===== config.mk =====
export PLATFORM = sky130hd
export DESIGN_NAME = control_unit
export DESIGN_NICKNAME = d
export VERILOG_FILES = /design/src/rtl/control_unit_pkg.sv /design/src/rtl/control_unit_ir_field_decoder.sv /design/src/rtl/control_unit.sv
export SDC_FILE = /design/constraint.sdc
export NUM_CORES = 1
export LEC_CHECK = 0
export CORE_MARGIN = 4
export CORE_UTILIZATION = 40
export CTS_BUF_LIST = sky130_fd_sc_hd__clkbuf_4
export DETAILED_ROUTE_END_ITERATION = 10
export DONT_BUFFER_PORTS = 1
export GPL_ROUTABILITY_DRIVEN = 0
export PLACE_DENSITY = 0.6
export SLEW_MARGIN = 20
export SYNTH_ARGS = -nofsm -noshare
export SYNTH_HDL_FRONTEND = slang
export SYNTH_HIERARCHICAL = 1
export SYNTH_SLANG_ARGS = --single-unit

===== constraint.sdc =====
create_clock -name Clk -period 2 [get_ports Clk]
set_input_delay 0.4 -clock Clk [delete_from_list [all_inputs] [get_ports Clk]]
set_output_delay 0.4 -clock Clk [all_outputs]
set_load 0.005 [all_outputs]

===== src/rtl/control_unit_pkg.sv =====
// Shared encodings for the control unit: state enum, opcodes and ALU selects.
package control_unit_pkg;

    localparam int IR_W = 16;

    typedef enum logic [3:0] {
        S_INIT   = 4'd0,
        S_FETCH  = 4'd1,
        S_DECODE = 4'd2,
        S_NOOP   = 4'd3,
        S_LOADA  = 4'd4,
        S_LOADB  = 4'd5,
        S_STORE  = 4'd6,
        S_ADD    = 4'd7,
        S_SUB    = 4'd8,
        S_HALT   = 4'd9
    } state_t;

    localparam logic [3:0] OP_NOOP  = 4'b0000;
    localparam logic [3:0] OP_STORE = 4'b0001;
    localparam logic [3:0] OP_LOAD  = 4'b0010;
    localparam logic [3:0] OP_ADD   = 4'b0011;
    localparam logic [3:0] OP_SUB   = 4'b0100;
    localparam logic [3:0] OP_HALT  = 4'b0101;

    localparam logic [2:0] ALU_PASS = 3'd0;
    localparam logic [2:0] ALU_ADD  = 3'd1;
    localparam logic [2:0] ALU_SUB  = 3'd2;

endpackage


===== src/rtl/control_unit_ir_field_decoder.sv =====
// Purely combinational split of the instruction word into opcode and operand fields.
module ir_field_decoder
    import control_unit_pkg::*;
(
    input  logic [IR_W-1:0] i_ir,
    output logic [3:0]      o_opcode,
    output logic [7:0]      o_addr,
    output logic [3:0]      o_ra,
    output logic [3:0]      o_rb,
    output logic [3:0]      o_rd
);

    // LOAD/STORE reuse the low nibble as their register, so o_rd serves both formats.
    assign o_opcode = i_ir[15:12];
    assign o_addr   = i_ir[11:4];
    assign o_ra     = i_ir[11:8];
    assign o_rb     = i_ir[7:4];
    assign o_rd     = i_ir[3:0];

endmodule


===== src/rtl/control_unit.sv =====
// Multi-cycle instruction sequencer: fetch, decode, then one or two execute states
// driving memory, register-file and ALU controls as Moore outputs.
module control_unit
    import control_unit_pkg::*;
#(
    parameter int DADDR_W = 8,
    parameter int RF_AW   = 4
) (
    input  logic               Clk,
    input  logic               Reset,
    input  logic [15:0]        IR,
    output logic               PC_clr,
    output logic               PC_up,
    output logic               IR_ld,
    output logic [DADDR_W-1:0] D_addr,
    output logic               D_wr,
    output logic               RF_s,
    output logic [RF_AW-1:0]   RF_W_addr,
    output logic               RF_W_en,
    output logic [RF_AW-1:0]   RF_Ra_addr,
    output logic [RF_AW-1:0]   RF_Rb_addr,
    output logic [2:0]         ALU_s0,
    output logic [3:0]         OutState,
    output logic [3:0]         NextState
);

    logic [3:0] w_opcode;
    logic [7:0] w_addr;
    logic [3:0] w_ra;
    logic [3:0] w_rb;
    logic [3:0] w_rd;

    state_t r_state;
    state_t w_next;

    ir_field_decoder u_dec (
        .i_ir     (IR),
        .o_opcode (w_opcode),
        .o_addr   (w_addr),
        .o_ra     (w_ra),
        .o_rb     (w_rb),
        .o_rd     (w_rd)
    );

    always_ff @(posedge Clk or posedge Reset) begin
        if (Reset) r_state <= S_INIT;
        else       r_state <= w_next;
    end

    always_comb begin
        w_next     = r_state;
        PC_clr     = 1'b0;
        PC_up      = 1'b0;
        IR_ld      = 1'b0;
        D_addr     = '0;
        D_wr       = 1'b0;
        RF_s       = 1'b0;
        RF_W_addr  = '0;
        RF_W_en    = 1'b0;
        RF_Ra_addr = '0;
        RF_Rb_addr = '0;
        ALU_s0     = ALU_PASS;

        case (r_state)
            S_INIT: begin
                PC_clr = 1'b1;
                w_next = S_FETCH;
            end
            S_FETCH: begin
                IR_ld  = 1'b1;
                PC_up  = 1'b1;
                w_next = S_DECODE;
            end
            S_DECODE: begin
                case (w_opcode)
                    OP_STORE: w_next = S_STORE;
                    OP_LOAD:  w_next = S_LOADA;
                    OP_ADD:   w_next = S_ADD;
                    OP_SUB:   w_next = S_SUB;
                    OP_HALT:  w_next = S_HALT;
                    default:  w_next = S_NOOP;
                endcase
            end
            S_NOOP: begin
                w_next = S_FETCH;
            end
            // LoadA only presents the address; the synchronous memory returns data a cycle later.
            S_LOADA: begin
                D_addr = DADDR_W'(w_addr);
                RF_s   = 1'b1;
                w_next = S_LOADB;
            end
            S_LOADB: begin
                D_addr    = DADDR_W'(w_addr);
                RF_s      = 1'b1;
                RF_W_addr = RF_AW'(w_rd);
                RF_W_en   = 1'b1;
                w_next    = S_FETCH;
            end
            S_STORE: begin
                D_addr     = DADDR_W'(w_addr);
                RF_Ra_addr = RF_AW'(w_rd);
                D_wr       = 1'b1;
                w_next     = S_FETCH;
            end
            S_ADD, S_SUB: begin
                RF_Ra_addr = RF_AW'(w_ra);
                RF_Rb_addr = RF_AW'(w_rb);
                RF_W_addr  = RF_AW'(w_rd);
                RF_W_en    = 1'b1;
                ALU_s0     = (r_state == S_ADD) ? ALU_ADD : ALU_SUB;
                w_next     = S_FETCH;
            end
            S_HALT: begin
                w_next = S_HALT;
            end
            default: begin
                w_next = S_INIT;
            end
        endcase
    end

    assign OutState  = r_state;
    assign NextState = w_next;

endmodule


==> metrics.cfg <==
[outcome]
outcome=complete, no violations

[yosys]
ys.flop_type=dfrtp_1
ys_ff_latch=4
yosys-top-cells-area=buf_4, and2_1, dfrtp_1, buf_6, a22o_1
post-synth-top-area-cell=buf_4
synthXorXnorAreaFrac_pct=1.21
synth_nets=106
ys_seq_area_share_pct=13.8
synthMuxAreaShare_pct=1.38
synth_most_common_cell=buf_4
synth-compound-area-share_pct=15.2
syn_inst=88
yosysWarnings=6
async_reset_ff_share_pct=100
yosys.area.top_type_share_pct=27.0
syn_area_per_cell_um2=8.22
ys_top_cells_by_count=buf_4, and2_1, nor2_1
synth_edf_count=0
synthAdderAreaFrac_pct=0
synth.distinct_cells=26
synth_top_family_by_area=buffers and inverters
netlist_area_um2=723
synth-simple-area-share_pct=33.6

[route]
drt-initial-drc-count=11
drc=0
dr_total_vias=499
wl_per_cell_um=16.7
routed_via_density=5.25
antenna_left=0
first_pass_iters=4
totalWireLength_mm=1.59

[finish]
antenna_cells=0
drive_gt1_share_pct=38.6
area_delta_synth_final_pct=-9.69
largest_reg_flops=4
nets=90
stdcell_count=95

[setup_path]
crit_family=simple AND/OR/NAND/NOR gates
r2r_cells=2
worstSetupStartpointType=register
worstPathArrival_ns=1.56
timing.rr.end=OutState[2]$_DFF_PP0_
critical_path.max_fanout=7
reg2reg_slack_ns=0.56
worstReg2RegStart=OutState[2]$_DFF_PP0_
path_cells=or4_4 > a211oi_2
cp-end-kind=primary output
worst-path-buf-inv=0
path_class=register to primary output
crit_slowest_cell=or4_4
cp.required_ns=1.60
critPathMaxStageDelay_ns=0.56

[cts]
cts_root_buf=clkbuf_4
clkTransAtPathRegs_ns=0.04
clk_latency_ns=0.23
clockBufferDepth=2
numCtsBuffers=3
cts.htree.levels=1
cts.sinks=4
tritoncts=yes

[global_route]
grt_max_degree=12
grt_pass1_wl_mm=2.33
gr-total-overflow=0
grt_usage_pct=12.4
grt_pass1_vias=451
antenna_found_initial=0

[run]
maxCapViolCount=0

[sta]
rsz0062_at_grt=true
finalCritPeriodShare_pct=98.0
period_minus_slack_ns=1.96
setup_viol=0
hold_violations=0
maxSlewViolCount=0
postLayoutSetupSlackWorst_ns=0.0390
finClkSkew_ns=0.000534
fmax_ghz=0.510
fin_setup_tns_ns=0

[power_and_ir_drop]
ir_drop_mv=0.333
p_per_area_mw_per_mm2=981
clkPwrFrac_pct=16.0
p_comb_share_pct=56.6
power.leakage_nw=0.277
power.total_mw=0.640
p_seq_share_pct=27.5
p_sw_mw=0.282
p_int_mw=0.358
swShare_pct=44.1

[worst_hold_path]
hold_path_end=OutState[0]$_DFF_PP0_
hold_depth=1
hp-class=input pin to register
hold_start=IR[15]

[floorplan]
start_util_pct=41.9
io_pins=55
dieWidth_um=50.5
die-area_mm2=0.00255
core_mm2=0.00173
rows=15
die_h_um=50.5

[placed_design]
dp_hpwl_mm=1.20
post-place-ws_ns=0.177
placed_cells=88
io_buffers=0

==> what timing repair did <==
action | CTS | global route
pin swaps | 0 | 5
setup endpoints to repair | 10 | 22
setup buffers | 0 | 3
endpoints found under the hold margin | 4 | 0
gates resized for setup | 4 | 9
hold buffers | 1 | 0
==> cells by family (layout without fill, tap and decap cells) <==
kind of cell | count (synthesis) | count (layout)
simple gates | 36 | 36
compound gates | 13 | 13
other cells | 1 | 1
mux | 1 | 1
buf+inv | 32 | 14
flops | 4 | 4
xor+xnor | 1 | 1
==> metal layers <==
metal | track usage [%] | wire length (µm)
met1 | 15.2 | 619
met2 | 17.0 | 742
met3 | 5.34 | 181
met4 | 9.42 | 41
met5 | 0 | 0
==> through the flow <==
step,utilization (%),instance area (µm²),hold WS (ns)
floorplan,-,723,0.166
global placement,32.0,552,0.174
detailed placement,32.0,552,0.190
CTS,34.6,597,0.349
global route,37.8,653,0.344
finish,37.8,653,0.349
==> layout make-up <==
cell class                      instances  area (µm²)
Multi-Input combinational cell         52         408
Fill cell                             182        1070
Timing Repair Buffer                    9        78.8
Sequential cell                         4         105
Inverter                                2        7.51
Tap cell                               25        31.3
Clock buffer                            3        22.5
==> how the worst max path moves through the flow <==
| stage | startpoint | end | depth (start not counted) |
|---|---|---|---|
| 2_1_floorplan | OutState[0]$_DFF_PP0_ | NextState[3] | 4 |
| 3_3_place_gp | OutState[1]$_DFF_PP0_ | NextState[2] | 3 |
| 3_5_place_dp | OutState[1]$_DFF_PP0_ | NextState[3] | 3 |
| 4_1_cts | OutState[0]$_DFF_PP0_ | NextState[3] | 3 |
| 5_1_grt | OutState[0]$_DFF_PP0_ | RF_Rb_addr[1] | 4 |
| 6_report | OutState[2]$_DFF_PP0_ | NextState[2] | 2 |
==> cells in the final DEF (no fill, tap or decap), drive strengths merged, types with 2 or more instances in the layout <==
cell / count
a22o: 4
nor4b: 2
clkbuf: 3
nor2: 6
inv: 2
o21bai: 2
buf: 7
or4: 2
and2: 16
nand2b: 5
a21oi: 3
dfrtp: 4
==> power by group through the flow <==
stage / Clock [mW] / Sequential (mW) / Combinational [mW]
5_1_grt: 0.113 / 0.182 / 0.395
3_3_place_gp: 0 / 0.179 / 0.288
6_report: 0.102 / 0.176 / 0.362
3_5_place_dp: 0 / 0.178 / 0.290
4_1_cts: 0.106 / 0.181 / 0.300
2_1_floorplan: 0 / 0.136 / 0.331
No activity file was read; power rests on OpenSTA's default activity.
